## src/rtl/piso_tx.sv

```systemverilog
// Parallel-in serial-out transmitter: start bit, WIDTH data bits LSB first,
// optional even-parity bit, stop bit. Every output is registered.
module piso_tx #(
   parameter int WIDTH        = 8,
   parameter int CLKS_PER_BIT = 4,
   parameter int PARITY_EN    = 1
) (
   input  logic             CLK,
   input  logic             CLR,
   input  logic [WIDTH-1:0] D,
   input  logic             LOAD,
   output logic             READY,
   output logic             Q,
   output logic             BUSY,
   output logic             DONE,
   output logic [2:0]       fsm_state
);
   typedef enum logic [2:0] {IDLE, START, DATA, PAR, STOP} state_t;

   localparam logic [7:0] CNT_LAST = 8'(CLKS_PER_BIT - 1);
   localparam logic [4:0] IDX_LAST = 5'(WIDTH - 1);

   state_t           state, state_n;
   logic [7:0]       cnt, cnt_n;
   logic [4:0]       idx, idx_n;
   logic [WIDTH-1:0] shreg, shreg_n;
   logic             par, par_n;
   logic             q_n, done_n, ready_n;
   logic             bit_end;

   assign bit_end   = (cnt == CNT_LAST);
   assign fsm_state = state;

   always_comb begin
      state_n = state;
      cnt_n   = cnt;
      idx_n   = idx;
      shreg_n = shreg;
      par_n   = par;
      case (state)
         IDLE: begin
            if (LOAD) begin
               state_n = START;
               shreg_n = D;
               par_n   = ^D;
               cnt_n   = '0;
               idx_n   = '0;
            end
         end
         START: begin
            if (bit_end) begin
               state_n = DATA;
               cnt_n   = '0;
               idx_n   = '0;
            end else begin
               cnt_n = cnt + 8'd1;
            end
         end
         DATA: begin
            if (bit_end) begin
               cnt_n   = '0;
               shreg_n = shreg >> 1;
               if (idx == IDX_LAST) begin
                  state_n = (PARITY_EN != 0) ? PAR : STOP;
               end else begin
                  idx_n = idx + 5'd1;
               end
            end else begin
               cnt_n = cnt + 8'd1;
            end
         end
         PAR: begin
            if (bit_end) begin
               state_n = STOP;
               cnt_n   = '0;
            end else begin
               cnt_n = cnt + 8'd1;
            end
         end
         STOP: begin
            if (bit_end) begin
               state_n = IDLE;
               cnt_n   = '0;
            end else begin
               cnt_n = cnt + 8'd1;
            end
         end
         default: state_n = IDLE;
      endcase

      // Outputs are computed from the next state so the registered line
      // lines up with the state it describes.
      case (state_n)
         START:   q_n = 1'b0;
         DATA:    q_n = shreg_n[0];
         PAR:     q_n = par_n;
         default: q_n = 1'b1;
      endcase
      done_n  = (state_n == STOP) && (cnt_n == CNT_LAST);
      ready_n = (state_n == IDLE);
   end

   always_ff @(posedge CLK) begin
      if (CLR) begin
         state <= IDLE;
         cnt   <= '0;
         idx   <= '0;
         shreg <= '0;
         par   <= 1'b0;
         Q     <= 1'b1;
         READY <= 1'b1;
         BUSY  <= 1'b0;
         DONE  <= 1'b0;
      end else begin
         state <= state_n;
         cnt   <= cnt_n;
         idx   <= idx_n;
         shreg <= shreg_n;
         par   <= par_n;
         Q     <= q_n;
         READY <= ready_n;
         BUSY  <= !ready_n;
         DONE  <= done_n;
      end
   end
endmodule

```

## config.mk

```make
export PLATFORM = sky130hd
export DESIGN_NAME = piso_tx
export DESIGN_NICKNAME = d
export VERILOG_FILES = /design/src/rtl/piso_tx.sv
export SDC_FILE = /design/constraint.sdc
export NUM_CORES = 1
export LEC_CHECK = 0
export ABC_CLOCK_PERIOD_IN_PS = 5350
export CAP_MARGIN = 25
export CORE_MARGIN = 1.5
export CORE_UTILIZATION = 58
export DETAILED_ROUTE_END_ITERATION = 8
export GPL_TIMING_DRIVEN = 0
export PLACE_DENSITY = 0.82
export SKIP_LAST_GASP = 1
export SYNTH_ARGS = -nofsm -noshare
export SYNTH_HDL_FRONTEND = slang
export SYNTH_SLANG_ARGS = --single-unit
```

## constraint.sdc

```tcl
create_clock -name CLK -period 5.35 [get_ports CLK]
set_input_delay 1.07 -clock CLK [delete_from_list [all_inputs] [get_ports CLK]]
set_output_delay 1.07 -clock CLK [all_outputs]
set_load 0.1 [all_outputs]
```

# Word level (Yosys, flattened, before mapping)
# Index checks and enable logic that the tools add are counted.
[op_classes]
n_addsub = 2
n_mul = 0
div = 0
magnitude_cmp = 0
n_eq_ne = 15
n_shift = 0
n_mux = 21
n_bitwise = 0
n_reduce_logical = 10
[op_table]
columns = ["op", "n"]
rows = [
  ["$mux 8", 4],
  ["$pmux 8 s2", 2],
  ["$mux 5", 4],
  ["$mux 3", 6],
  ["$eq 8x2->1 const B", 2],
  ["$pmux 3 s5", 1],
  ["$pmux 5 s3", 1],
  ["$eq 3x2->1 const B", 4],
  ["$add 8x1->8 const B", 1],
  ["$ne 2x2->1 const B", 4],
  ["$reduce_xor 8->1", 1],
  ["$eq 3x1->1 const B", 2],
  ["$eq 3x3->1 const B", 2],
  ["$logic_not 3->1", 2],
  ["$add 5x1->5 const B", 1],
  ["$eq 5x3->1 const B", 1],
  ["$reduce_and 5->1", 1],
  ["$reduce_or 4->1", 1],
  ["$pmux 1 s3", 1],
  ["$reduce_and 3->1", 1],
  ["$reduce_bool 3->1", 1],
  ["$mux 1", 2],
  ["$reduce_bool 2->1", 1],
  ["$logic_and 1x1->1", 1],
  ["$logic_not 1->1", 1],
]
[word_totals]
reg_bits = 29
latch_bits = 0
ram_bits = 0
romBits = 0
in_bits = 11
out_inout_bits = 7
wordCells = 58
memories = 0

# Depth between registers and ports, before layout
[logic_depth]
depth_word = 6
mapped_depth = 8
depth_no_buf = 6

# Worst setup path after synthesis
# No wires, ideal clock.
[synth_timing]
path_type = "register to register"
startpoint = "register state[0] (netlist: fsm_state[0])"
endpoint = "register Q"
setup_ns = 0.138
arrival_ns = 2.314
required_ns = 5.212
slack_ns = 2.898
path_stages_with_launch = 8
n_path_buf = 2
period_less_slack_ns = 2.452
cell_sequence = "dfxtp_1 > buf_2 > nor3b_2 > and3_1 > clkbuf_1 > a221o_1 > o21ai_1 > o311ai_1"
[synth_between]
elab_chain_cells = 5
elab_cells_between_ends = 18
classes_between = "eq/ne: 7; mux: 10; reduce/logical: 1"
[synth_lines]
columns = ["item", "line_no", "text"]
rows = [
  ["from (decl)", "23", "state_t state, state_n;"],
  ["from (signal assigned)", "115", "state <= state_n;"],
  ["$mux 3", "63", "if (idx == IDX_LAST) begin"],
  ["$mux 3", "60", "if (bit_end) begin"],
  ["$pmux 3 s5", "40", "case (state)"],
  ["$eq 3x2->1 or $eq 3x1->1 (tied branches)", "93", "case (state_n)"],
  ["$pmux 1 s3 (*)", "93", ""],
  ["to (signal assigned)", "120", "Q <= q_n;"],
  ["to (decl)", "13", "output logic Q,"],
]
# Mark *: on every way between the ends. The rest lies on a longest branch, timed or not.
# A chain may end at the register's enable or synchronous reset.

# Final worst setup path
[layout_timing]
startpoint = "register state[2] (netlist: fsm_state[2])"
endpoint = "output port fsm_state[2]"
[layout_rtl]
columns = ["item", "line_no", "text"]
rows = [
  ["to (decl)", "16", "output logic [2:0] fsm_state"],
]
# No word-level cell between the ends.

==> results.json <==
{
  "outcome": "finished, final reports clean",
  "p_per_area_nw_per_um2": 278,
  "p_int_mw": 0.405,
  "gp_congestion": 0.904,
  "swShare_pct": 25.5,
  "ys_types": 48,
  "hold_viol": 0,
  "sequentialPowerShare_pct": 42.3,
  "p_leak_nw": 0.732,
  "holdPathStages": 2,
  "regArea_um2": 581,
  "crit_cells": 1,
  "grt_pass1_vias": 1364,
  "ctsResizeCount": 0,
  "wl_per_cell_um": 14.8,
  "yosys_register_bits": 29,
  "synth_edf_count": 0,
  "drcViolationCount": 0,
  "grt_pass1_wl_um": 6130,
  "cts_num_sinks": 29,
  "crit_buf_inv": 1,
  "antenna_found_initial": 0,
  "die_area_um2": 3160,
  "setup_viol": 0,
  "vias_per_cell": 6.05,
  "detail-route-antenna-nets": 0,
  "worstSetupPathType": "register to output pin",
  "design_area_um2": 1950,
  "p_comb_share_pct": 16.2,
  "cts_tree": "yes",
  "cts_buffers": 5,
  "clkPwrFrac_pct": 41.5,
  "clkLatencyLatePin_ns": 0.34,
  "netlist_instances": 188,
  "critPathArrivalTime_ns": 1.99,
  "cp.required_ns": 4.28,
  "drt_iter0_drc": 55,
  "fin_nets": 225,
  "worst_slew_pin_slew_ns": 0.966,
  "fmax_mhz": 327,
  "fp-row-count": 19,
  "cp_cell_sequence": "clkdlybuf4s50_1",
  "start_util_pct": 60.6,
  "grt_usage_pct": 24.9,
  "max_cap_viol_count": 0,
  "syn_nets": 201,
  "rsz0062_at_grt": "no",
  "cp_max_fo": 5,
  "drt_pass1_iterations": 4,
  "netlist_area_um2": 1640,
  "place_hpwl_um": 2670,
  "report.final.slew_viol_count": 0,
  "die_width_um": 56.2,
  "startpoint_type": "register",
  "clockBufferDepth": 2,
  "syn_avg_cell_area_um2": 8.74,
  "slowest_stage": "clkdlybuf4s50_1",
  "fillers": 224,
  "synth.yosys.seq_area_share_pct": 35.3,
  "antenna_cells": 0,
  "multi_input_area_um2": 977,
  "placed_area_um2": 1850,
  "clk_pin_slew_ns": 0.09,
  "die_y_um": 56.2,
  "port_buffers": 17,
  "grt_overflow": 0,
  "min_path_type": "register to register",
  "setup_tns_ns": 0,
  "num_vias": 1477,
  "synthToLayoutAreaGrowth_pct": 19.0,
  "critical-path-top-delay-family": "buffers and inverters",
  "ir_drop_mv": 0.293,
  "drt_wl_total_um": 3610,
  "min_period_ns": 3.06,
  "grt_max_degree": 11,
  "fin_skew_ns": 0.0121,
  "endpoint_kind": "output pin",
  "htree_levels": 2,
  "ys_async_sr_fraction_pct": 0,
  "slew_headroom_pct": 35.4,
  "synthFlopType": "dfxtp_1",
  "layout-drive-gt1-share_pct": 11.7,
  "critPathMaxStageDelay_ns": 1.19,
  "timing.final.crit_share_pct": 57.2,
  "cts_root_buf": "clkbuf_4",
  "p_switching_mw": 0.139,
  "reg2regPathDepth": 7,
  "post_cts_buffers": 0,
  "ios": 18,
  "synth_warnings": 0,
  "core_area_um2": 2710,
  "cts.hold.buffers_added": 0
}
## logic make-up after synthesis
family / synth area share [%]
adders and majority gates: 1.52
DFF: 35.3
and+or+nand+nor: 27.4
xor gates and xnor gates: 6.93
buffers and inverters: 5.18
muxes: 3.12
AOI/OAI and AO/OA: 20.5
## stage by stage
step	setup slack (ns)	cells	utilization (%)	power [mW]	hold slack (ns)
6_report	2.29	244	72.1	0.544	0.463
3_5_place_dp	2.22	236	68.3	0.322	0.450
2_1_floorplan	2.90	188	-	0.298	0.436
5_1_grt	2.25	244	72.1	0.564	0.482
4_1_cts	2.28	244	72.1	0.547	0.464
3_3_place_gp	2.29	236	68.3	0.320	0.442
## cells in the final DEF, fill, tap and decap left out, types with 6 or more instances in the layout
master / synthesis / layout
a21oi_1: 15 / 15
a22oi_1: 7 / 7
and3_1: 6 / 6
clkdlybuf4s50_1: 0 / 17
dfxtp_1: 29 / 29
inv_1: 8 / 8
nand2_1: 14 / 14
nand3_1: 7 / 7
nor2_1: 15 / 15
xnor2_1: 12 / 12
## cell usage after synthesis, types with 3 or more instances
cell type	count	area (um^2)
and3_1	6	37.5
dfxtp_1	29	581
a22oi_1	7	52.6
clkbuf_1	3	11.3
inv_1	8	30.0
nand3_1	7	35.0
nand4_1	3	18.8
o21ai_0	5	25.0
nor4b_4	3	71.3
a21o_1	3	22.5
buf_2	5	25.0
nor2_1	15	56.3
nor3_1	4	20.0
nand2_1	14	52.6
a31oi_1	5	31.3
xnor2_1	12	105
a21oi_1	15	75.1
or3_1	4	25.0
and2_1	3	18.8
mux2i_1	4	40.0
## sequential cells by signal, summed over array words and instances, names as in the netlist
register   flops
DONE           1
Q              1
BUSY           1
READY          1
shreg          8
par            1
cnt            8
idx            5
fsm_state      3
## layout make-up
class | count | share of cell area [%]
plain buffers | 10 | 2.82
well taps | 31 | 1.98
clock buffers | 5 | 1.92
repair buffers | 17 | 8.71
clock inverters | 3 | 3.33
flip-flops and latches | 29 | 29.7
inverters | 8 | 1.54
multi-input cells | 141 | 50.0
## worst min-delay path, delay by kind of cell, from the launching register on
kind             cells  cell delay (ns)
AND/OR/NAND/NOR      1             0.05
AO/OA/AOI/OAI        1             0.05
flip-flops           1             0.32
## metal layers
| metal | track usage (%) | up-vias | wire length (um) |
|---|---|---|---|
| met5 | 0 | - | 0 |
| li1 | - | 736 | - |
| met4 | 10.2 | 0 | 66 |
| met1 | 32.0 | 701 | 1650 |
| met3 | 6.51 | 8 | 137 |
| met2 | 39.8 | 32 | 1750 |
## final timing paths
kind,from,end,slack (ns)
setup reg to reg,cnt[0],DONE,3.18
hold / removal,shreg[6],shreg[6],0.46
hold reg to reg,shreg[6],shreg[6],0.46
setup / recovery,fsm_state[2],fsm_state[2],2.29
## power groups by stage
stage	Clock (mW)	Combinational, mW	Sequential (mW)
5_1_grt	0.238	0.0950	0.231
3_5_place_dp	0	0.0873	0.235
3_3_place_gp	0	0.0855	0.234
2_1_floorplan	0	0.0474	0.251
4_1_cts	0.230	0.0878	0.230
6_report	0.226	0.0882	0.230
Power figures use the tool's default switching activity.
